==> config.mk <==
export PLATFORM = sky130hd
export DESIGN_NAME = alif_neuron_array
export DESIGN_NICKNAME = d
export VERILOG_FILES = /design/src/rtl/alif_neuron_array.sv
export SDC_FILE = /design/constraint.sdc
export NUM_CORES = 1
export LEC_CHECK = 0
export CAP_MARGIN = 10
export CORE_ASPECT_RATIO = 1.5
export CORE_MARGIN = 2
export CORE_UTILIZATION = 59
export CTS_CLUSTER_DIAMETER = 150
export DETAILED_ROUTE_END_ITERATION = 7
export PLACE_DENSITY = 0.83
export SYNTH_ARGS = -nofsm -noshare
export SYNTH_HDL_FRONTEND = slang
export SYNTH_SLANG_ARGS = --single-unit
export TNS_END_PERCENT = 1
==> constraint.sdc <==
create_clock -name clk -period 7.2 [get_ports clk]
set_clock_uncertainty 0.15 [all_clocks]
set_input_delay 1.08 -clock clk [delete_from_list [all_inputs] [get_ports clk]]
set_output_delay 1.08 -clock clk [all_outputs]
set_load 0.05 [all_outputs]
==> src/rtl/alif_neuron_array.sv <==
// Array of adaptive leaky integrate-and-fire neurons sharing one time-multiplexed
// datapath; each tick sweeps all neurons once and spikes are queued in an event FIFO.
module alif_neuron_array #(
  parameter int N_NEURONS   = 8,
  parameter int W           = 8,
  parameter int FIFO_DEPTH  = 4,
  parameter int ADAPT_SHIFT = 2,
  parameter int RFR_W       = 4,
  parameter int THR_RST     = 200,
  parameter int STEP_RST    = 40,
  localparam int IDX_W      = $clog2(N_NEURONS)
) (
  input  logic                   clk,
  input  logic                   rst,
  input  logic                   tick,
  input  logic [N_NEURONS*W-1:0] in_current,
  input  logic                   cfg_we,
  input  logic [2:0]             cfg_addr,
  input  logic [W-1:0]           cfg_wdata,
  output logic                   busy,
  output logic                   ev_valid,
  input  logic                   ev_ready,
  output logic [IDX_W-1:0]       ev_idx,
  output logic                   ovf,
  output logic                   overrun,
  input  logic [IDX_W-1:0]       mon_idx,
  output logic [W-1:0]           mon_vmem,
  output logic [W-1:0]           mon_adapt
);

  localparam int PW = $clog2(FIFO_DEPTH);
  localparam logic [IDX_W-1:0] K_LAST   = IDX_W'(N_NEURONS - 1);
  localparam logic [PW:0]      FULL_CNT = (PW + 1)'(FIFO_DEPTH);

  typedef enum logic {S_IDLE, S_SWEEP} state_t;
  state_t state;
  logic [IDX_W-1:0] k;

  logic [W-1:0]     cfg_thr, cfg_step, cfg_leak, cfg_decay;
  logic [RFR_W-1:0] cfg_refrac;
  logic [W-1:0]     sh_thr, sh_step, sh_leak, sh_decay;
  logic [RFR_W-1:0] sh_refrac;

  logic [W-1:0]     v_mem     [N_NEURONS];
  logic [W-1:0]     adapt_mem [N_NEURONS];
  logic [RFR_W-1:0] rfr_mem   [N_NEURONS];

  // Datapath for the neuron selected by k
  logic [W-1:0]        v_cur, a_cur, i_cur, a_frac, a_decay, a_sat, v_sat;
  logic [RFR_W-1:0]    r_cur;
  logic [W:0]          a_sum;
  logic signed [W+1:0] v_sum;
  logic [W-1:0]        v_nxt, a_nxt;
  logic [RFR_W-1:0]    r_nxt;
  logic                spike;

  assign v_cur  = v_mem[k];
  assign a_cur  = adapt_mem[k];
  assign r_cur  = rfr_mem[k];
  assign i_cur  = in_current[k*W +: W];
  assign a_frac = a_cur >> ADAPT_SHIFT;

  always_comb begin
    a_decay = (a_cur > sh_decay) ? a_cur - sh_decay : '0;
    a_sum   = {1'b0, a_cur} + {1'b0, sh_step};
    a_sat   = a_sum[W] ? '1 : a_sum[W-1:0];
    v_sum   = $signed({2'b00, v_cur}) + $signed({2'b00, i_cur})
            - $signed({2'b00, sh_leak}) - $signed({2'b00, a_frac});
    // Range is [-318, 510] for W=8, so bit W flags overflow once the sign is clear
    if (v_sum[W+1])  v_sat = '0;
    else if (v_sum[W]) v_sat = '1;
    else             v_sat = v_sum[W-1:0];

    v_nxt = v_sat;
    a_nxt = a_decay;
    r_nxt = r_cur;
    spike = 1'b0;
    if (r_cur != '0) begin
      v_nxt = '0;
      r_nxt = r_cur - 1'b1;
    end else if (v_cur >= sh_thr) begin
      spike = 1'b1;
      v_nxt = '0;
      a_nxt = a_sat;
      r_nxt = sh_refrac;
    end
  end

  assign busy = (state == S_SWEEP);

  always_ff @(posedge clk) begin
    if (rst) begin
      state     <= S_IDLE;
      k         <= '0;
      sh_thr    <= W'(THR_RST);
      sh_step   <= W'(STEP_RST);
      sh_leak   <= '0;
      sh_decay  <= '0;
      sh_refrac <= '0;
      for (int n = 0; n < N_NEURONS; n++) begin
        v_mem[n]     <= '0;
        adapt_mem[n] <= '0;
        rfr_mem[n]   <= '0;
      end
    end else begin
      case (state)
        S_IDLE: begin
          if (tick) begin
            state     <= S_SWEEP;
            k         <= '0;
            sh_thr    <= cfg_thr;
            sh_step   <= cfg_step;
            sh_leak   <= cfg_leak;
            sh_decay  <= cfg_decay;
            sh_refrac <= cfg_refrac;
          end
        end
        S_SWEEP: begin
          v_mem[k]     <= v_nxt;
          adapt_mem[k] <= a_nxt;
          rfr_mem[k]   <= r_nxt;
          if (k == K_LAST) begin
            state <= S_IDLE;
            k     <= '0;
          end else begin
            k <= k + 1'b1;
          end
        end
        default: state <= S_IDLE;
      endcase
    end
  end

  // Live configuration; the sweep only ever sees the shadow copies
  always_ff @(posedge clk) begin
    if (rst) begin
      cfg_thr    <= W'(THR_RST);
      cfg_step   <= W'(STEP_RST);
      cfg_leak   <= '0;
      cfg_decay  <= '0;
      cfg_refrac <= '0;
    end else if (cfg_we) begin
      case (cfg_addr)
        3'd0:    cfg_thr    <= cfg_wdata;
        3'd1:    cfg_step   <= cfg_wdata;
        3'd2:    cfg_leak   <= cfg_wdata;
        3'd3:    cfg_decay  <= cfg_wdata;
        3'd4:    cfg_refrac <= cfg_wdata[RFR_W-1:0];
        default: ;
      endcase
    end
  end

  // Event FIFO. Handshake: an event transfers on any cycle where ev_valid && ev_ready;
  // ev_valid never drops and ev_idx never changes until that transfer happens.
  logic [IDX_W-1:0] fifo_mem [FIFO_DEPTH];
  logic [PW-1:0]    wr_ptr, rd_ptr, rd_nxt;
  logic [PW:0]      count, cnt_after_pop;
  logic             push_req, pop, full, push, drop, clr_flags;

  assign ev_valid      = (count != '0);
  assign pop           = ev_valid && ev_ready;
  assign full          = (count == FULL_CNT);
  assign push_req      = (state == S_SWEEP) && spike;
  assign push          = push_req && (!full || pop);
  assign drop          = push_req && full && !pop;
  assign cnt_after_pop = count - (PW + 1)'(pop);
  assign rd_nxt        = rd_ptr + 1'b1;
  assign clr_flags     = cfg_we && (cfg_addr == 3'd7);

  always_ff @(posedge clk) begin
    if (rst) begin
      wr_ptr <= '0;
      rd_ptr <= '0;
      count  <= '0;
      ev_idx <= '0;
    end else begin
      if (push) begin
        fifo_mem[wr_ptr] <= k;
        wr_ptr           <= wr_ptr + 1'b1;
      end
      if (pop) rd_ptr <= rd_nxt;
      count <= cnt_after_pop + (PW + 1)'(push);
      // ev_idx mirrors the head entry and keeps its last value once the FIFO drains
      if (push && cnt_after_pop == '0)
        ev_idx <= k;
      else if (pop && cnt_after_pop != '0)
        ev_idx <= fifo_mem[rd_nxt];
    end
  end

  always_ff @(posedge clk) begin
    if (rst) begin
      ovf     <= 1'b0;
      overrun <= 1'b0;
    end else begin
      ovf     <= (ovf && !clr_flags) || drop;
      overrun <= (overrun && !clr_flags) || (tick && state == S_SWEEP);
    end
  end

  always_ff @(posedge clk) begin
    if (rst) begin
      mon_vmem  <= '0;
      mon_adapt <= '0;
    end else if (int'(mon_idx) < N_NEURONS) begin
      mon_vmem  <= v_mem[mon_idx];
      mon_adapt <= adapt_mem[mon_idx];
    end
  end

endmodule

==> key figures, run 1 <==
Status
  – Status: complete, no violations

Critical path
  – Critical Path AT: roughly 5800 ps
  – Max FO, Critical Path: 22
  – Startpoint Class: flip-flop
  – Critical path class: reg2reg
  – WP data required: approximately 7300 ps
  – Crit path capture type: flip-flop

STA
  – Slew Viols, Final: 0
  – Fin crit share: a little under 80%
  – Worst Slack Setup Final: 1510 ps
  – Worst Tran Pin Value: roughly 1200 ps
  – Fin. Hold Viols: 0
  – Slew headroom: 17.6%
  – RSZ-0062 raised after global routing: false
  – Fmax: 0.176 GHz
  – Setup violators final: 0
  – Setup_tns: 0 ps
  – Minimum clock period: around 5700 ps

Power and ir drop
  – Combinational share of power: roughly 25%
  – Sw frac: 30.8%
  – Net load switching power: between 0.001 and 0.0015 W
  – Int Power: 0.00294 W
  – Part of the power in registers: about 43%
  – Clock group share of total power: 32.7%
  – Max VDD drop: around 0.00025 V
  – P_leak: ~6.0 nW
  – PD cells: between 200 and 300 mW/mm^2

Synth
  – Xor/xnor share of the synthesized area: 0.778%
  – Post-synth cell types: 66
  – Syn Area/Cell: 11.5 sq um
  – Syn Inst Count: roughly 1300
  – Synthesis Warnings: 0
  – Ys flop type: edfxtp_1
  – Mux contribution to synthesized area: 17.8%
  – Mapped cell area: roughly 0.015 sq mm
  – Syn_nets: between 1000 and 1500
  – Synth Area in Adders: roughly 6.2%
  – #FFs+latches synth: between 200 and 300
  – Synth Area in Compound Gates: roughly 8.5%
  – Post-synth EDFFs: 172
  – Largest family of logic cells by synthesized area: multiplexers
  – Register area share after synthesis: 50.0%
  – Ys async rst share: 0%
  – Synth Area in Simple Gates: between 10% and 20%

Global routing
  – Vias in the first global route: about 11000
  – Initial antenna violation count: 0
  – Grt ovf: 0
  – First-pass GRT wire length: approximately 59000 um
  – Total GRT Usage: about 30%
  – Pin count of the biggest net entering global routing: 75

Clock tree
  – CTS H-tree lvls: 1
  – Clock transition at path regs: 70 ps
  – CTS tree: yes
  – Postcts setup bufs: 0
  – Clk sinks: between 200 and 300
  – CTS Buf Count: 25
  – Post-CTS Resized: 0
  – Worst skew pair latency: around 550 ps
  – # hold bufs at CTS: 0
  – CTS Root Cell: clkbuf_16
  – Clock Tree Buf Depth: 3

Detailed routing
  – Avg WL per Cell: 22.5 um
  – DR pass1 iterations: 8
  – Routed Antenna Nets: 0
  – Vias per Instance: between 6 and 7
  – Drt drc: 0
  – Via count: between 10000 and 15000
  – Drt initial violations: roughly 1000
  – Detailed Route WL: around 38000 um

Placement
  – GP Congestion: between 0.9 and 1
  – Final HPWL DP: 25700 um
  – Port buffer count: around 110
  – Setup WS pre-CTS: roughly 1600 ps
  – Area post-placement: roughly 0.016 sq mm

Floorplan
  – Row count: 70
  – I/O pin count: around 110
  – Die area: 0.0261 sq mm
  – Chip Height: between 150 and 200 um
  – Die width: about 130 um
  – Core ar.: 0.0243 sq mm
  – Starting Density: ~60%

Cells and area
  – Filler cells: 1753
  – Fraction of layout cells with a size suffix above 1: between 10% and 20%
  – Finished Cell Area: roughly 0.017 sq mm
  – Footprint of the multi-input gates: 0.00680 sq mm
  – Post-layout util: 69.0%
  – Diodes inserted: 0
  – Area growth syn-to-layout: 14.8%
  – Sequential Area: 0.00731 sq mm
  – Commonest non-fill, non-tap cell in the layout: nor2_1
  – NumNets Final: about 1500
  – Most frequent cells in the layout: nor2_1, edfxtp_1, nand2_1

Min path
  – Hold Crit Class: reg2reg

Job
  – Max-cap violations: 0
[cells in the mapped netlist, types with 4 or more instances]
| library cell | instances | area share [%] |
|---|---|---|
| o31ai_4 | 4 | 0.58 |
| or3_1 | 4 | 0.17 |
| inv_1 | 61 | 1.6 |
| a221oi_1 | 4 | 0.24 |
| or2_2 | 4 | 0.17 |
| mux2i_1 | 63 | 4.3 |
| o22ai_1 | 12 | 0.51 |
| xnor2_1 | 9 | 0.54 |
| nor2_1 | 217 | 5.6 |
| and3_1 | 6 | 0.26 |
| buf_1 | 11 | 0.28 |
| nand2_1 | 115 | 3.0 |
| o31a_1 | 4 | 0.24 |
| mux2_2 | 9 | 0.69 |
| edfxtp_1 | 172 | 35 |
| a211o_1 | 8 | 0.48 |
| o21ai_0 | 16 | 0.55 |
| a21o_1 | 4 | 0.21 |
| nand3_1 | 16 | 0.55 |
| buf_2 | 8 | 0.27 |
| nor3_1 | 7 | 0.24 |
| o21a_1 | 7 | 0.36 |
| nand4_1 | 4 | 0.17 |
| nand2b_1 | 17 | 0.73 |
| xor2_1 | 4 | 0.24 |
| o21bai_1 | 7 | 0.36 |
| o21ai_1 | 11 | 0.38 |
| a211oi_1 | 5 | 0.26 |
| fa_1 | 16 | 2.2 |
| ha_1 | 47 | 4.0 |
| a21oi_1 | 80 | 2.7 |
| clkbuf_1 | 50 | 1.3 |
| nor2b_1 | 18 | 0.77 |
| dfxtp_1 | 107 | 15 |
| nand3b_1 | 6 | 0.31 |
| and2_1 | 6 | 0.26 |
| mux4_2 | 83 | 13 |
[layout make-up]
| cell class | count | share of cell area, % |
|---|---|---|
| inverter | 61 | 1.36 |
| tap | 324 | 2.41 |
| clock buffer | 33 | 4.47 |
| clock inverter | 13 | 0.603 |
| timing repair buffer | 126 | 7.15 |
| sequential | 279 | 43.5 |
| multi-input combinational | 857 | 40.5 |
[metrics by stage]
| step | hold WS (ps) | cells | total power (W) |
|---|---|---|---|
| floorplan | 277 | 1270 | 0.00256 |
| global placement | 286 | 1647 | 0.00283 |
| detailed placement | 298 | 1647 | 0.00286 |
| CTS | 304 | 1693 | 0.00423 |
| global route | 323 | 1693 | 0.00439 |
| finish | 303 | 1693 | 0.00424 |
[registers in the layout, indices dropped and copies added, names as in the netlist, 3 cells and up, named ones only]
name        cells
adapt_mem      64
cfg_decay       8
cfg_leak        8
cfg_refrac      4
cfg_step        8
cfg_thr         8
count           3
ev_idx          3
fifo_mem       12
k               3
mon_adapt       8
mon_vmem        8
rfr_mem        32
sh_decay        8
sh_leak         8
sh_refrac       4
sh_step         8
sh_thr          8
v_mem          64
[worst max-delay path, stage by stage, from the launching register on]
cell	delay [ps]
dfxtp_2	850
buf_4	370
mux4_2	520
mux2_2	330
fa_1	520
inv_1	60
fa_1	480
ha_1	380
or3_1	390
a31o_2	270
nand3_1	100
nand2b_1	170
o211ai_1	670
nor2_1	130
[kinds of logic (layout without fill, tap and decap cells)]
| family | Yosys count | count (layout) |
|---|---|---|
| buffers and inverters | 134 | 233 |
| AND/OR/NAND/NOR | 437 | 437 |
| XOR/XNOR | 13 | 13 |
| flip-flops | 279 | 279 |
| multiplexers | 155 | 155 |
| adder cells (fa/ha/maj) | 63 | 63 |
| AO/OA/AOI/OAI | 189 | 189 |
[layer usage]
layer	vias to the layer above	wire length (um)	track usage, %
li1	4766	-	-
met1	5204	13400	34.8
met2	548	20200	53.5
met3	117	2980	4.06
met4	0	1480	11.7
met5	-	0	0
[power by group through the flow]
stage | clock (W) | sequential (W) | combinational [W]
2_1_floorplan | 0 | 0.00186 | 0.000708
3_3_place_gp | 0 | 0.00183 | 0.000996
3_5_place_dp | 0 | 0.00184 | 0.00102
4_1_cts | 0.00139 | 0.00181 | 0.00104
5_1_grt | 0.00144 | 0.00181 | 0.00113
6_report | 0.00139 | 0.00181 | 0.00105
[path summary, 6_finish.rpt]
path	slack, ps	to	startpoint	cells after the start
worst min-delay path	300	sh_decay[7]	cfg_decay[7]	2
worst min register to register	300	sh_decay[7]	cfg_decay[7]	2
worst max register to register	1510	v_mem[0][5]	flip-flop	13
worst max-delay path	1510	v_mem[0][5]	flip-flop	13
Power figures use the tool's default switching activity.
==> run 2: changes to the inputs <==
--- a/config.mk
+++ b/config.mk
@@ -8,10 +8,10 @@
 export CAP_MARGIN = 10
 export CORE_ASPECT_RATIO = 1.5
 export CORE_MARGIN = 2
-export CORE_UTILIZATION = 59
+export CORE_UTILIZATION = 54
 export CTS_CLUSTER_DIAMETER = 150
 export DETAILED_ROUTE_END_ITERATION = 7
-export PLACE_DENSITY = 0.83
+export PLACE_DENSITY = 0.8
 export SYNTH_ARGS = -nofsm -noshare
 export SYNTH_HDL_FRONTEND = slang
 export SYNTH_SLANG_ARGS = --single-unit
==> constraint.sdc (replaced) <==
create_clock -name clk -period 5.1 [get_ports clk]
set_clock_uncertainty 0.15 [all_clocks]
set_input_delay 0.765 -clock clk [delete_from_list [all_inputs] [get_ports clk]]
set_output_delay 0.765 -clock clk [all_outputs]
set_load 0.05 [all_outputs]
==> run 2 against run 1 <==
- power increased by 47%
- fmax increased by 17%
- core utilization decreased by 4.4 points
- sequential power increased by 41%
- wire length increased by 3.3%
- global-route usage decreased by 1.9 points
- register-to-register slack got worse by 1300 ps
==> key figures, run 2 (synthesis gave the netlist of run 1 again) <==
Status
  – Status: complete, no violations

Min path
  – WHS Path Cells: 2 (unchanged)
  – Hold Crit Class: reg2reg

Power and ir drop
  – Net load switching power: 0.00189 W (+45%)
  – Int Power: 0.00436 W (+48%)
  – Clock group share of total power: 33.6% (+0.9 points)
  – Sw frac: 30.2% (-0.56 points)
  – Max VDD drop: 0.000434 V (+71%)
  – P_leak: 6.20 nW (+2.8%)
  – Combinational share of power: 25.6% (+0.9 points)
  – PD cells: 364 mW/mm^2 (+44%)
  – Part of the power in registers: 40.8% (-1.8 points)

Placement
  – Setup WS pre-CTS: 10.7 ps (-1570 ps)
  – GP Congestion: 0.908 (-6.7%)
  – Port buffer count: 105 (unchanged)
  – Final HPWL DP: 26800 um (+4.4%)

Cells and area
  – Most frequent cells in the layout: nor2_1, edfxtp_1, nand2_1
  – Largest regs: adapt_mem x64, v_mem x64, rfr_mem x32
  – Fraction of layout cells with a size suffix above 1: 15.3% (+2.2 points)
  – Filler cells: 1950 (+11%)
  – Post-layout util: 64.6% (-4.4 points)
  – Area growth syn-to-layout: 17.3%
  – Diodes inserted: 0 (unchanged)
  – NumNets Final: 1518 (+1.5%)
  – Commonest non-fill, non-tap cell in the layout: nor2_1

Global routing
  – Vias in the first global route: 11100 (+1.7%)
  – Total GRT Usage: 27.4% (-1.9 points)
  – Grt ovf: 0 (unchanged)
  – Initial antenna violation count: 0 (unchanged)
  – First-pass GRT wire length: 60500 um (+2.8%)
  – Pin count of the biggest net entering global routing: 59 (-21%)

STA
  – Setup violators final: 0 (unchanged)
  – Fin crit share: 95.5% (+16 points)
  – Fmax: 0.205 GHz (+17%)
  – Worst Slack Setup Final: 231 ps (-1280 ps)
  – Slew Viols, Final: 0 (unchanged)
  – Slew headroom: 19.6% (+2.0 points)
  – Worst Tran Pin Value: 1210 ps (-29.9 ps)
  – Fin. Hold Viols: 0 (unchanged)
  – RSZ-0062 raised after global routing: false
  – Minimum clock period: 4870 ps (-823 ps)
  – Hold WS: 305 ps (+1.86 ps)

Critical path
  – Critical Path AT: 5000 ps (-800 ps)
  – Crit path capture type: flip-flop
  – Worst r2r dst: v_mem[0][5]
  – Buf/Inv on CP: 4 (+2)
  – WP data required: 5230 ps (-2070 ps)
  – Crit-path cells: mux4_2 > mux2i_2 > inv_1 > fa_1 > inv_1 > fa_1 > inv_1 > ha_1 > fa_1 > a211oi_2 > o21ai_0 > nand3_1 > nand2b_2 > o211ai_1 > buf_4 > nor2_1
  – Crit-path leading delay family: adder cells
  – End of the critical path: v_mem[0][5]
  – R2R cell count: 16 (+3)
  – Worst R2R Setup Slack: 230 ps (-1280 ps)
  – Cell at the slowest stage of the critical path: mux4_2
  – Max incr delay on CP: 530 ps (-320 ps)
  – Startpoint Class: flip-flop
  – Critical path class: reg2reg
  – Max FO, Critical Path: 8 (-64%)
  – Stages on worst setup path: 16 (+3)

Floorplan
  – Die width: 138 um (+4.4%)
  – Die area: 0.0284 sq mm (+9.0%)
  – Row count: 73 (+4.3%)
  – Starting Density: 55.0% (-5.0 points)
  – Chip Height: 206 um (+4.4%)
  – Core ar.: 0.0266 sq mm (+9.2%)
  – I/O pin count: 106 (unchanged)

Clock tree
  – CTS tree: yes
  – CTS Buf Count: 26 (+4.0%)
  – CTS Root Cell: clkbuf_16
  – Clock transition at path regs: 60 ps (about the same)
  – Clock Tree Buf Depth: 3 (unchanged)
  – Worst skew pair latency: 550 ps (about the same)
  – Clk sinks: 279 (unchanged)
  – CTS H-tree lvls: 1 (unchanged)

Detailed routing
  – DR pass1 iterations: 6 (-2)
  – Via count: 10800 (+1.2%)
  – Vias per Instance: 6.22 (-0.90%)
  – Drt drc: 0 (unchanged)
  – Routed Antenna Nets: 0 (unchanged)
  – Drt initial violations: 994 (-3.0%)
  – Avg WL per Cell: 22.8 um (+1.2%)
  – Detailed Route WL: 39300 um (+3.3%)

Job
  – Max-cap violations: 0 (unchanged)
## run 2: worst min path at each step
stage               slack, ps         start            to
global route              330  cfg_decay[6]  cfg_decay[6]
global placement          280    cfg_thr[7]     sh_thr[7]
floorplan                 280    cfg_thr[3]     sh_thr[3]
CTS                       310    cfg_thr[2]     sh_thr[2]
detailed placement        300   cfg_step[7]    sh_step[7]
finish                    300   cfg_step[4]    sh_step[4]
## run 2: power by group through the flow
stage	Combinational (W)	Sequential [W]	Clock, W
after global placement	0.00148	0.00258	0
after global routing	0.00171	0.00256	0.00219
after detailed placement	0.00152	0.00259	0
after floorplan	0.00100	0.00262	0
after CTS	0.00154	0.00255	0.00212
final	0.00160	0.00255	0.00210
## run 2: area by class of cell
cell class,instances,area [sq um],area share (%)
inverters,61,229,1.33
clock buffers,34,752,4.38
clock inverters,14,181,1.06
well taps,337,422,2.46
multi-input cells,857,6840,39.8
flip-flops and latches,279,7310,42.6
repair buffers,147,1430,8.31
## run 2: repair_timing
| item | in CTS | in global routing |
|---|---|---|
| gates resized for setup | 2 | 11 |
| hold buffers | 0 | 0 |
| cloned | 0 | 1 |
| setup buffers | 0 | 0 |
| setup endpoints to repair | 11 | 63 |
## run 2: per-layer routing
| metal | track usage, % | vias to the layer above | part of all wire [%] |
|---|---|---|---|
| li1 | - | 4806 | - |
| met1 | 32.6 | 5326 | 37 |
| met2 | 50.1 | 522 | 52 |
| met3 | 3.47 | 109 | 6.8 |
| met4 | 12.2 | 0 | 4.2 |
| met5 | 0 | - | 0 |
## run 2: worst min-delay path, delay by kind of cell, from the launching register on
| family | cells | cell delay, ps |
|---|---|---|
| AO/OA/AOI/OAI | 1 | 50 |
| AND/OR/NAND/NOR | 1 | 50 |
| flip-flops | 1 | 310 |
## run 2: metrics by stage
stage                     setup TNS [ps]  total power (W)  cells  area (sq um)
after global routing                   0          0.00646   1729         17200
after CTS                          -14.4          0.00621   1728         17100
after global placement                 0          0.00406   1680         16200
after floorplan                        0          0.00362   1270         14600
final                                  0          0.00625   1729         17200
after detailed placement               0          0.00411   1680         16200
==> run 3: changes to the inputs <==
--- a/config.mk
+++ b/config.mk
@@ -5,9 +5,10 @@
 export SDC_FILE = /design/constraint.sdc
 export NUM_CORES = 1
 export LEC_CHECK = 0
+export ABC_AREA = 1
 export CAP_MARGIN = 10
 export CORE_ASPECT_RATIO = 1.5
-export CORE_MARGIN = 2
+export CORE_MARGIN = 3
 export CORE_UTILIZATION = 54
 export CTS_CLUSTER_DIAMETER = 150
 export DETAILED_ROUTE_END_ITERATION = 7
==> run 3 against run 2 <==
- sequential share of layout area grew 0.085 points
- sequential power is essentially flat
- clock-buffer cell count grew 6
- flip-flop and latch count is the same
- synthesized cell count grew 40%
- critical path depth grew 2
- global-route usage is essentially flat
- critical endpoint is now v_mem[7][2]
- largest cell class unchanged
==> key figures, run 3 <==
Clock tree
  – CTS Buf Count: 26 (unchanged)
  – Clock transition at path regs: 60 ps (about the same)
  – Worst skew pair latency: 550 ps (about the same)
  – Clock Tree Buf Depth: 3 (unchanged)
  – Post-CTS Resized: 0 (-2)
  – CTS tree: yes
  – CTS Root Cell: clkbuf_16
  – CTS H-tree lvls: 1 (unchanged)
  – Clk sinks: 279 (unchanged)
  – # hold bufs at CTS: 0 (unchanged)
  – Postcts setup bufs: 0 (unchanged)

Cells and area
  – Fraction of layout cells with a size suffix above 1: 7.12% (-8.2 points)
  – Most frequent cells in the layout: nor2_1, o21ai_0, inv_1
  – Footprint of the multi-input gates: 0.00632 sq mm (-7.5%)
  – Area growth syn-to-layout: 15.6%
  – Finished Cell Area: 0.0171 sq mm (-0.23%)
  – Diodes inserted: 0 (unchanged)
  – NumNets Final: 2007 (+32%)
  – Largest regs: adapt_mem x64, v_mem x64, rfr_mem x32
  – Final Non-Filler Cells: 2218 (+28%)
  – Post-layout util: 64.0% (-0.59 points)
  – Filler cells: 2165 (+11%)
  – Sequential Area: 0.00731 sq mm (about the same)
  – Commonest non-fill, non-tap cell in the layout: nor2_1

STA
  – Worst Tran Pin Value: 1250 ps (+39.8 ps)
  – Slew headroom: 16.8% (-2.7 points)
  – Setup violators final: 0 (unchanged)
  – Setup_tns: 0 ps (unchanged)
  – Fin. Hold Viols: 0 (unchanged)
  – Fmax: 0.214 GHz (+4.0%)
  – RSZ-0062 raised after global routing: false
  – Minimum clock period: 4680 ps (-187 ps)
  – Slew Viols, Final: 0 (unchanged)
  – Fin crit share: 91.8% (-3.7 points)

Synth
  – Most common cell in the netlist: nor2_1
  – Ys flop type: edfxtp_1
  – Synth area leader: edfxtp_1
  – #FFs+latches synth: 279 (unchanged)
  – Register area share after synthesis: 49.4% (-0.60 points)
  – Synth cell count leaders: nor2_1, o21ai_0, inv_1
  – Synthesis Warnings: 0 (unchanged)
  – Synth area leaders: edfxtp_1, dfxtp_1, o21ai_0
  – Top-area cell type share of the netlist area: 34.9% (-0.42 points)
  – Post-synth EDFFs: 172 (unchanged)
  – Syn Inst Count: 1776 (+40%)
  – Mapped cell area: 0.0148 sq mm (+1.2%)
  – Syn Area/Cell: 8.34 sq um (-28%)
  – Post-synth cell types: 51 (-23%)
  – Syn_nets: 1922 (+36%)
  – Ys async rst share: 0% (unchanged)

Global routing
  – Grt ovf: 0 (unchanged)
  – First-pass GRT wire length: 64800 um (+7.0%)
  – Total GRT Usage: 27.5% (+0.028 points)
  – Vias in the first global route: 12700 (+14%)
  – Initial antenna violation count: 0 (unchanged)
  – Pin count of the biggest net entering global routing: 102 (+73%)

Floorplan
  – Die area: 0.0295 sq mm (+3.6%)
  – Starting Density: 55.3% (+0.29 points)
  – I/O pin count: 106 (unchanged)
  – Core ar.: 0.0268 sq mm (+0.69%)
  – Die width: 141 um (+2.0%)
  – Row count: 73 (unchanged)
  – Chip Height: 209 um (+1.6%)

Status
  – Status: complete, no violations

Critical path
  – Critical Path AT: 4770 ps (-230 ps)
  – Max FO, Critical Path: 44 (+36)
  – Startpoint Class: flip-flop
  – Critical path class: reg2reg
  – WP data required: 5190 ps (-40 ps)
  – Crit path capture type: flip-flop

Power and ir drop
  – Total power draw: 0.00653 W (+4.5%)
  – P_leak: 6.88 nW (+11%)
  – PD cells: 381 mW/mm^2 (+4.8%)
  – Max VDD drop: 0.000383 V (-12%)

Detailed routing
  – Routed Antenna Nets: 0 (unchanged)
  – Drt drc: 0 (unchanged)
  – Detailed Route WL: 41100 um (+4.4%)
  – Avg WL per Cell: 18.5 um (-19%)
  – Vias per Instance: 5.84 (-6.1%)
  – DR pass1 iterations: 6 (unchanged)
  – Drt initial violations: 1346 (+35%)
  – Via count: 13000 (+20%)

Placement
  – Area post-placement: 0.0163 sq mm (+0.67%)
  – Dpl cells: 2170 (+29%)
  – GP Congestion: 0.911 (+0.34%)
  – Port buffer count: 105 (unchanged)
  – Final HPWL DP: 28300 um (+5.4%)

Job
  – Max-cap violations: 0 (unchanged)

Min path
  – Hold Crit Class: reg2reg
run 3: changes by cell type after synthesis, sizes merged, moves of 48 or more:
cell,before,now
a21oi,80,128
inv,61,209
mux2i,63,2
mux4,83,0
nand2,115,178
nor2,218,327
o21ai,28,284
run 3: metal layers:
layer	GRT usage, %	up-vias	part of all wire [%]
met5	0	-	0
met2	47.2	635	49
met4	15.3	0	6.1
met1	32.6	5975	36
met3	4.24	185	8.2
li1	-	6168	-
run 3: through the flow:
step,worst slack (ps),hold slack [ps]
floorplan,372,279
global placement,578,294
detailed placement,466,303
CTS,454,320
global route,91.8,338
finish,419,314
run 3: logic make-up after synthesis:
kind of cell | count (synthesis) | synth area share (%)
AOI/OAI and AO/OA | 489 | 17.9
xor gates and xnor gates | 12 | 0.710
adders and majority gates | 63 | 6.14
buffers and inverters | 305 | 7.93
DFF | 279 | 49.4
muxes | 2 | 0.135
and+or+nand+nor | 626 | 17.8
run 3: final cells by class:
type	count	share of cell area [%]
clock buffer	40	4.71
sequential	279	42.7
inverter	211	4.64
clock inverter	8	0.292
timing repair buffer	151	8.24
multi-input combinational	1192	36.9
tap	337	2.46
run 3: final timing paths:
check / to / start / slack, ps / depth (start not counted)
worst min register to register: cfg_thr[7] / cfg_thr[7] / 310 / 2
worst min-delay path: cfg_thr[7] / cfg_thr[7] / 310 / 2
worst max-delay path: v_mem[7][2] / flip-flop / 420 / 18
worst max register to register: v_mem[7][2] / flip-flop / 420 / 18
run 3: where the power goes:
| group | total [W] | switching, W | internal (W) |
|---|---|---|---|
| clock network | 0.00194 | 0.000845 | 0.00110 |
| logic | 0.00200 | 0.00133 | 0.000674 |
| registers | 0.00258 | 0.0000709 | 0.00251 |
| total | 0.00653 | 0.00224 | 0.00428 |
run 3: worst max-delay path, stage by stage, from the launching register on:
cell and delay [ps]:
dfxtp_2 390, buf_4 410, o21ai_0 150, o21ai_0 190, a21oi_1 60, a31oi_1 160, buf_4 190, fa_1 450
fa_1 550, inv_1 40, ha_1 350, a21oi_1 150, nand2_1 110, nand4_1 90, nand3_1 80, xnor2_1 310
o21ai_0 170, nand3_1 280, nor3_1 80
